===== src/rtl/map_pixel_fetch.sv =====
// map_pixel_fetch: pixel fetch and compositing stage.
// On each accepted pixel strobe, three addresses are issued back to back to a
// shared single-port sprite ROM: map, player 1, player 2. The returned words
// are composited with key-colour transparency and fixed priority
// (player 1 > player 2 > map). One 12-bit RGB pixel and its coordinates are
// produced four clocks after the strobe.
module map_pixel_fetch #(
    parameter logic [11:0] KEY_COLOR = 12'h0F0,
    parameter logic [11:0] BG_COLOR  = 12'h000
) (
    input  logic        clk,
    input  logic        rst,
    input  logic        pix_stb,
    input  logic [9:0]  vga_h,
    input  logic [9:0]  vga_v,
    input  logic        valid,
    input  logic [16:0] map_addr,
    input  logic        p1_en,
    input  logic        p2_en,
    input  logic [16:0] p1_addr,
    input  logic [16:0] p2_addr,
    output logic [16:0] rom_addr,
    input  logic [11:0] rom_data,
    output logic [11:0] pixel,
    output logic        pixel_valid,
    output logic [9:0]  pix_h,
    output logic [9:0]  pix_v,
    output logic        overrun
);

    // Issue sequencer: one ROM address per cycle for the three layers.
    typedef enum logic [1:0] {
        IDLE   = 2'd0,
        ISS_P1 = 2'd1,
        ISS_P2 = 2'd2
    } state_e;

    // Per-request fields that travel alongside the ROM data to the output.
    typedef struct packed {
        logic [9:0] h;
        logic [9:0] v;
        logic       valid;
        logic       p1_en;
        logic       p2_en;
    } req_t;

    state_e      state_q,    state_d;
    req_t        req_q,      req_d;
    logic [16:0] p1_addr_q,  p1_addr_d;
    logic [16:0] p2_addr_q,  p2_addr_d;
    logic [16:0] rom_addr_q, rom_addr_d;
    logic        overrun_q,  overrun_d;

    // tag_q[0]: map data on rom_data, tag_q[1]: p1 data, tag_q[2]: p2 data.
    logic [2:0]  tag_q,      tag_d;
    req_t [2:0]  stage_q,    stage_d;
    logic [11:0] map_px_q,   map_px_d;
    logic [11:0] p1_px_q,    p1_px_d;

    logic [11:0] pixel_q,    pixel_d;
    logic [9:0]  pix_h_q,    pix_h_d;
    logic [9:0]  pix_v_q,    pix_v_d;
    logic        pixel_valid_q, pixel_valid_d;
    logic [11:0] composite;

    // Issue FSM: accept a strobe in IDLE, then walk the player addresses.
    always_comb begin
        // NOTE: every signal written here gets a default first, so no path can infer a latch.
        state_d    = state_q;
        req_d      = req_q;
        p1_addr_d  = p1_addr_q;
        p2_addr_d  = p2_addr_q;
        rom_addr_d = rom_addr_q;
        overrun_d  = overrun_q;

        case (state_q)
            IDLE: begin
                if (pix_stb) begin
                    req_d.h     = vga_h;
                    req_d.v     = vga_v;
                    req_d.valid = valid;
                    req_d.p1_en = p1_en;
                    req_d.p2_en = p2_en;
                    p1_addr_d   = p1_addr;
                    p2_addr_d   = p2_addr;
                    rom_addr_d  = map_addr;
                    state_d     = ISS_P1;
                end
            end
            ISS_P1: begin
                rom_addr_d = p1_addr_q;
                state_d    = ISS_P2;
                // A strobe arriving mid-issue is lost; record it permanently.
                if (pix_stb) overrun_d = 1'b1;
            end
            ISS_P2: begin
                rom_addr_d = p2_addr_q;
                state_d    = IDLE;
                if (pix_stb) overrun_d = 1'b1;
            end
            default: begin
                state_d = IDLE;
            end
        endcase
    end

    // Capture pipeline and composition; runs independently of the issuer so
    // a new request can be issued while the previous one is still returning.
    always_comb begin
        // The map address sits on rom_addr while the FSM is in ISS_P1, so its
        // data appears on rom_data one cycle later.
        tag_d   = {tag_q[1:0], (state_q == ISS_P1)};
        stage_d = {stage_q[1:0], req_q};

        map_px_d = tag_q[0] ? rom_data : map_px_q;
        p1_px_d  = tag_q[1] ? rom_data : p1_px_q;

        // First match wins; the p2 word is taken straight off rom_data.
        if (!stage_q[2].valid) begin
            composite = 12'h000;
        end else if (stage_q[2].p1_en && (p1_px_q != KEY_COLOR)) begin
            composite = p1_px_q;
        end else if (stage_q[2].p2_en && (rom_data != KEY_COLOR)) begin
            composite = rom_data;
        end else if (map_px_q != KEY_COLOR) begin
            composite = map_px_q;
        end else begin
            composite = BG_COLOR;
        end

        pixel_valid_d = tag_q[2];
        pixel_d       = pixel_q;
        pix_h_d       = pix_h_q;
        pix_v_d       = pix_v_q;
        if (tag_q[2]) begin
            pixel_d = composite;
            pix_h_d = stage_q[2].h;
            pix_v_d = stage_q[2].v;
        end
    end

    // Issue-side registers: FSM state, latched request, ROM address, overrun.
    always_ff @(posedge clk or negedge rst) begin
        if (!rst) begin
            state_q    <= IDLE;
            req_q      <= '0;
            p1_addr_q  <= '0;
            p2_addr_q  <= '0;
            rom_addr_q <= '0;
            overrun_q  <= 1'b0;
        end else begin
            // NOTE: flops take non-blocking assignments so every register samples pre-edge values.
            state_q    <= state_d;
            req_q      <= req_d;
            p1_addr_q  <= p1_addr_d;
            p2_addr_q  <= p2_addr_d;
            rom_addr_q <= rom_addr_d;
            overrun_q  <= overrun_d;
        end
    end

    // Capture-side registers: layer tags, travelling fields, captured pixels.
    always_ff @(posedge clk or negedge rst) begin
        if (!rst) begin
            tag_q    <= '0;
            stage_q  <= '0;
            map_px_q <= '0;
            p1_px_q  <= '0;
        end else begin
            tag_q    <= tag_d;
            stage_q  <= stage_d;
            map_px_q <= map_px_d;
            p1_px_q  <= p1_px_d;
        end
    end

    // Output registers: pixel and coordinates hold between updates.
    always_ff @(posedge clk or negedge rst) begin
        if (!rst) begin
            pixel_q       <= '0;
            pix_h_q       <= '0;
            pix_v_q       <= '0;
            pixel_valid_q <= 1'b0;
        end else begin
            pixel_q       <= pixel_d;
            pix_h_q       <= pix_h_d;
            pix_v_q       <= pix_v_d;
            pixel_valid_q <= pixel_valid_d;
        end
    end

    assign rom_addr    = rom_addr_q;
    assign overrun     = overrun_q;
    assign pixel       = pixel_q;
    assign pix_h       = pix_h_q;
    assign pix_v       = pix_v_q;
    assign pixel_valid = pixel_valid_q;

endmodule


===== config.mk =====
export PLATFORM = sky130hd
export DESIGN_NAME = map_pixel_fetch
export DESIGN_NICKNAME = d
export VERILOG_FILES = /design/src/rtl/map_pixel_fetch.sv
export SDC_FILE = /design/constraint.sdc
export NUM_CORES = 1
export LEC_CHECK = 0
export BUFFER_PORTS_ARGS = -buffer_cell sky130_fd_sc_hd__buf_2
export CORE_ASPECT_RATIO = 0.6
export CORE_MARGIN = 2
export CORE_UTILIZATION = 40
export CTS_BUF_LIST = sky130_fd_sc_hd__clkbuf_8
export CTS_CLUSTER_SIZE = 40
export DETAILED_ROUTE_END_ITERATION = 7
export GPL_TIMING_DRIVEN = 0
export SETUP_SLACK_MARGIN = 0.3
export SLEW_MARGIN = 20
export SYNTH_ARGS = -nofsm -noshare
export SYNTH_HDL_FRONTEND = slang
export SYNTH_SLANG_ARGS = --single-unit

===== constraint.sdc =====
create_clock -name clk -period 1.9 [get_ports clk]
set_input_delay 0 -clock clk [delete_from_list [all_inputs] [get_ports clk]]
set_output_delay 0 -clock clk [all_outputs]
set_load 0.02 [all_outputs]

Yosys cells after proc, flatten, opt, wreduce, memory -nomap -nowiden
Index checks and enable logic that the tools add are counted.
{ "classes": {"n_eq_ne": 6, "mux": 8, "reduce_logical": 8} }
{ "ops": {"columns": ["cell", "n"], "rows": [
  ["$pmux 17 s3", 1],
  ["$mux 12", 4],
  ["$ne 12x8->1 const B", 3],
  ["$mux 17", 1],
  ["$reduce_and 2->1", 3],
  ["$pmux 2 s2", 1],
  ["$reduce_bool 3->1", 1],
  ["$eq 2x1->1 const B", 1],
  ["$eq 2x2->1 const B", 1],
  ["$logic_and 1x1->1", 2],
  ["$logic_not 2->1", 1],
  ["$mux 2", 1],
  ["$ne 2x2->1 const B", 1],
  ["$reduce_or 2->1", 1]
]} }
{ "word_totals": {"reg_bits": 206, "in_bits": 89, "out_inout_bits": 51, "elab_cells": 54} }

Logic depth before layout (Yosys ltp)
{ "logic_depth": {"word_depth": 5, "ltp_mapped": 8, "ltp_nobuf": 6} }

Worst setup path after synthesis
Ideal clock, no wire load.
{ "synth_path": {"path_type": "register to register", "start": "register state_q[0]", "end": "register p1_addr_q[10]", "setup_ns": 0.127, "t_arrival_ns": 1.791, "t_required_ns": 1.773, "setup_slack_ns": -0.018, "stages_incl_launch_ff": 7, "n_path_buf": 2, "period_less_slack_ns": 1.918, "cell_sequence": "dfrtp_1 inv_1 ha_1 nand2_1 clkbuf_1 buf_1 mux2_1"} }
{ "synth_between": {"elab_chain_cells": 2} }
{ "synth_lines": {"columns": ["element", "line", "text"], "rows": [
  ["from (decl)", "47", "state_e state_q, state_d;"],
  ["from (signal assigned)", "153", "state_q <= state_d;"],
  ["$logic_not 2->1", "76", "case (state_q)"],
  ["$reduce_and 2->1 (no source line)", null, null],
  ["to (signal assigned)", "155", "p1_addr_q <= p1_addr_d;"],
  ["to (decl)", "49", "logic [16:0] p1_addr_q, p1_addr_d;"]
]} }
No other way between the ends.
A chain may end at the register's enable or synchronous reset.

Final worst setup path
{ "layout_path": {"start": "register p1_px_q[1]", "end": "register pixel_q[10], in the netlist pixel[10]"} }
{ "layout_between": {"elab_chain_cells": 4} }
{ "layout_lines": {"columns": ["element", "line", "text"], "rows": [
  ["from (decl)", "58", "logic [11:0] p1_px_q, p1_px_d;"],
  ["from (signal assigned)", "173", "p1_px_q <= p1_px_d;"],
  ["$ne 12x8->1", "121", "end else if (stage_q[2].p1_en && (p1_px_q != KEY_COLOR)) begin"],
  ["$logic_and 1x1->1", "121", null],
  ["$mux 12", "121", null],
  ["$mux 12", "119", "if (!stage_q[2].valid) begin"],
  ["to (signal assigned)", "185", "pixel_q <= pixel_d;"],
  ["to (decl)", "60", "logic [11:0] pixel_q, pixel_d;"]
]} }
No other way between the ends.

==> flow_summary_export.csv <==
group,metric,value,unit
critical_path,rr_worst_depth,6,
final_layout,syn_to_final_growth,45.10,%
timing,setup_viol,10,
clock_network,cts_max_level,1,
detailed_routing,wirelength,19.20,mm
detailed_routing,dr.pass1.iters,4,
synthesis,synth.area.top_cells,"dfrtp_1, mux2_1, nand2_1",
critical_path,required,2.36,ns
synthesis,ys_warn_count,0,
critical_path,regToRegStartpoint,"p1_px_q[1]$_DFFE_PN0P_",
global_route,grtUsageTotal,18.71,%
floorplanning,ioPinCount,140,
place,dp_hpwl,11.69,mm
synthesis,netlist.area_leader.share,68.36,%
synthesis,netlist_top_cells_count,"dfrtp_1, mux2_1, nand2_1, o21ai_1",
timing,tns,-0.6864,ns
synthesis,ys_ff_latch,206,
place,placed_cells,890,
final_layout,nNetsFinal,900,
timing,maxSlewHeadroom,54.39,%
critical_path,slowest_stage,"or4b_4",
run_status,violations,"setup timing",
clock_network,clk_pin_slew,0.08,ns
power_and_ir_drop,powerDensity,1688,nW/um^2
run_status,status,"finished with violations",
synthesis,synth-edff-count,0,
global_route,grt_max_degree,78,
synthesis,synthFlopType,"dfrtp_1",
place,gp_congestion,0.8275,
clock_network,cts_buffers,30,
power_and_ir_drop,leakage,4.997,nW
clock_network,clkLatencyLatePin,0.55,ns
detailed_routing,ant_nets,0,
floorplanning,start_util,41.30,%
synthesis,postSynth.asyncResetShare,100.0,%
global_route,grt_first_pass_wirelength,29.10,mm
worst_hold_path,hp-class,"input port to register",
critical_path,crit_chain,"or4b_4, buf_6, o31ai_4, buf_6, nor2_2, o32ai_2",
critical_path,worstSetupEndpointType,"register",
final_layout,finalInstanceArea,10940,um^2
timing,worstMarginPinSlew,0.6841,ns
critical_path,cp.arrival,2.46,ns
synthesis,synth_largest_area_cell,"dfrtp_1",
synthesis,avgSynthCellArea,14.82,um^2
place,dp_slack,-0.3154,ns
clock_network,clockBufferDepth,3,
flow_run,cap_violations,0,
global_route,antenna_found_initial,0,
clock_network,clkSinkCount,206,
timing,rsz0062_at_grt,"true",
final_layout,final_layout_size_suffix_gt1_share,38.09,%
final_layout,fin_cells,1069,
floorplanning,fp.dieH,110.4,um
critical_path,cp_slowest_stage_delay,0.57,ns
detailed_routing,num_vias,5354,
timing,fin_ws,-0.09360,ns
critical_path,critPathKind,"register to register",
synthesis,synthCells,509,
global_route,grt_overflow,0,
synthesis,synth_cell_types,39,
timing,maxSlewViolCount,0,
critical_path,path_common_cell,"buf_6",
detailed_routing,drc_errors,0,
critical_path,ff2ff_setup_slack,-0.09,ns
timing,clock.fmax,501.6,MHz
place,port-buffer-count,139,
critical_path,critical_path.max_fanout,5,
synthesis,syn_nets,604,
detailed_routing,wire_per_inst,17.96,um
final_layout,fillers,1433,
clock_network,root_buffer,"clkbuf_8",
timing,finClkSkew,0.01681,ns
global_route,grt_pass1_vias,5562,
critical_path,crit_start,"p1_px_q[1]$_DFFE_PN0P_",
critical_path,r2r_end,"pixel[10]$_DFFE_PN0P_",
timing,hold_slack,0.1955,ns
timing,hold_violations,0,
critical_path,setup.worst_path.end,"pixel[10]$_DFFE_PN0P_",
detailed_routing,vias_per_cell,5.008,
synthesis,post-synth-top-count-cell,"dfrtp_1",
clock_network,tritoncts,"done",
floorplanning,floorplan.rows,38,
timing,min_period,1.994,ns
synthesis,synthesis.area,7541,um^2
floorplanning,design.die.area,20000,um^2
final_layout,post-route-util,59.93,%
floorplanning,die-width,181.3,um
floorplanning,coreArea,18260,um^2
timing,fin_crit_sh,104.9,%
critical_path,crit_path_start_kind,"register",
power_and_ir_drop,peakVddDrop,0.7981,mV
power_and_ir_drop,power,18.47,mW
synthesis,ys_seq_area_share,68.36,%
place,placed_cell_area,8620,um^2
detailed_routing,drtIter0Drc,339,
==> metal layers <==
metal | vias up | GRT usage, % | part of all wire, %
met5 | - | 0 | 0
met4 | 0 | 6.214 | 3.2
met3 | 61 | 4.632 | 5.8
met2 | 199 | 29.23 | 45
met1 | 2681 | 25.98 | 45
li1 | 2413 | - | -
==> registers in the layout, summed over array words and instances (netlist names) <==
signal and count:
pixel 12, overrun 1, pix_v 10, pixel_valid 1, tag_q 3, p1_addr_q 17
pix_h 10, state_q 2, p2_addr_q 17, rom_addr 17, stage_q 23, p1_px_q 12
map_px_q 12, stage_d 46, req_q 23
==> layout make-up <==
cell class / count / area, um^2 / share of cell area [%]
sequential: 206 / 5155 / 47.11
multi-input combinational: 260 / 2456 / 22.45
timing repair buffer: 264 / 2021 / 18.47
clock buffer: 37 / 509.2 / 4.654
buffer: 28 / 370.4 / 3.385
tap: 240 / 300.3 / 2.744
clock inverter: 17 / 68.82 / 0.6289
inverter: 15 / 56.30 / 0.5146
antenna: 2 / 5.005 / 0.04574
==> worst min path at each step <==
stage,start,end,slack (ns),cells past startpoint
after global routing,vga_v[2],req_q[5]$_DFFE_PN0P_,0.17,3
after CTS,rst,pixel[5]$_DFFE_PN0P_,-0.06,2
after floorplan,rst,map_px_q[0]$_DFFE_PN0P_,-0.30,0
final,vga_v[6],req_q[9]$_DFFE_PN0P_,0.20,3
after detailed placement,rst,pixel[0]$_DFFE_PN0P_,-0.06,1
after global placement,vga_h[7],req_q[20]$_DFFE_PN0P_,0.21,2
==> what timing repair did <==
action,CTS,global route
pin swaps,26,36
setup endpoints to repair,96,96
cloned,2,3
hold buffers,88,4
setup buffers,18,8
hold endpoints to repair,239,26
gates resized for setup,86,64
==> placed cells by master, fill, tap and decap left out, types with 8 or more instances in the layout <==
cell	count
dfrtp_1	206
buf_2	139
mux2_1	91
dlygate4sd3_1	89
clkbuf_8	40
nand2_1	35
inv_1	26
o21ai_1	20
buf_4	18
a22oi_2	15
o21ai_2	14
buf_6	14
mux2_2	9
o32ai_1	8
==> critical path: cells and delay by family (launching register included) <==
| kind | cells | cell delay [ns] |
|---|---|---|
| buffers and inverters | 2 | 0.33 |
| AOI/OAI and AO/OA | 2 | 0.60 |
| and+or+nand+nor | 2 | 0.61 |
| DFF | 1 | 0.38 |
==> power breakdown <==
group	total, mW	internal [mW]	switching [mW]
Clock	3.38	1.75	1.64
Combinational	7.34	3.52	3.83
Sequential	7.74	6.60	1.14
Total	18.5	11.9	6.61
==> kinds of logic after synthesis <==
family / Yosys count / synth area share, %
fa+ha+maj: 6 / 0.9955
buf+inv: 43 / 2.688
flops: 206 / 68.36
compound gates: 85 / 8.246
simple gates: 67 / 4.513
mux: 102 / 15.20
Power figures use the tool's default switching activity.
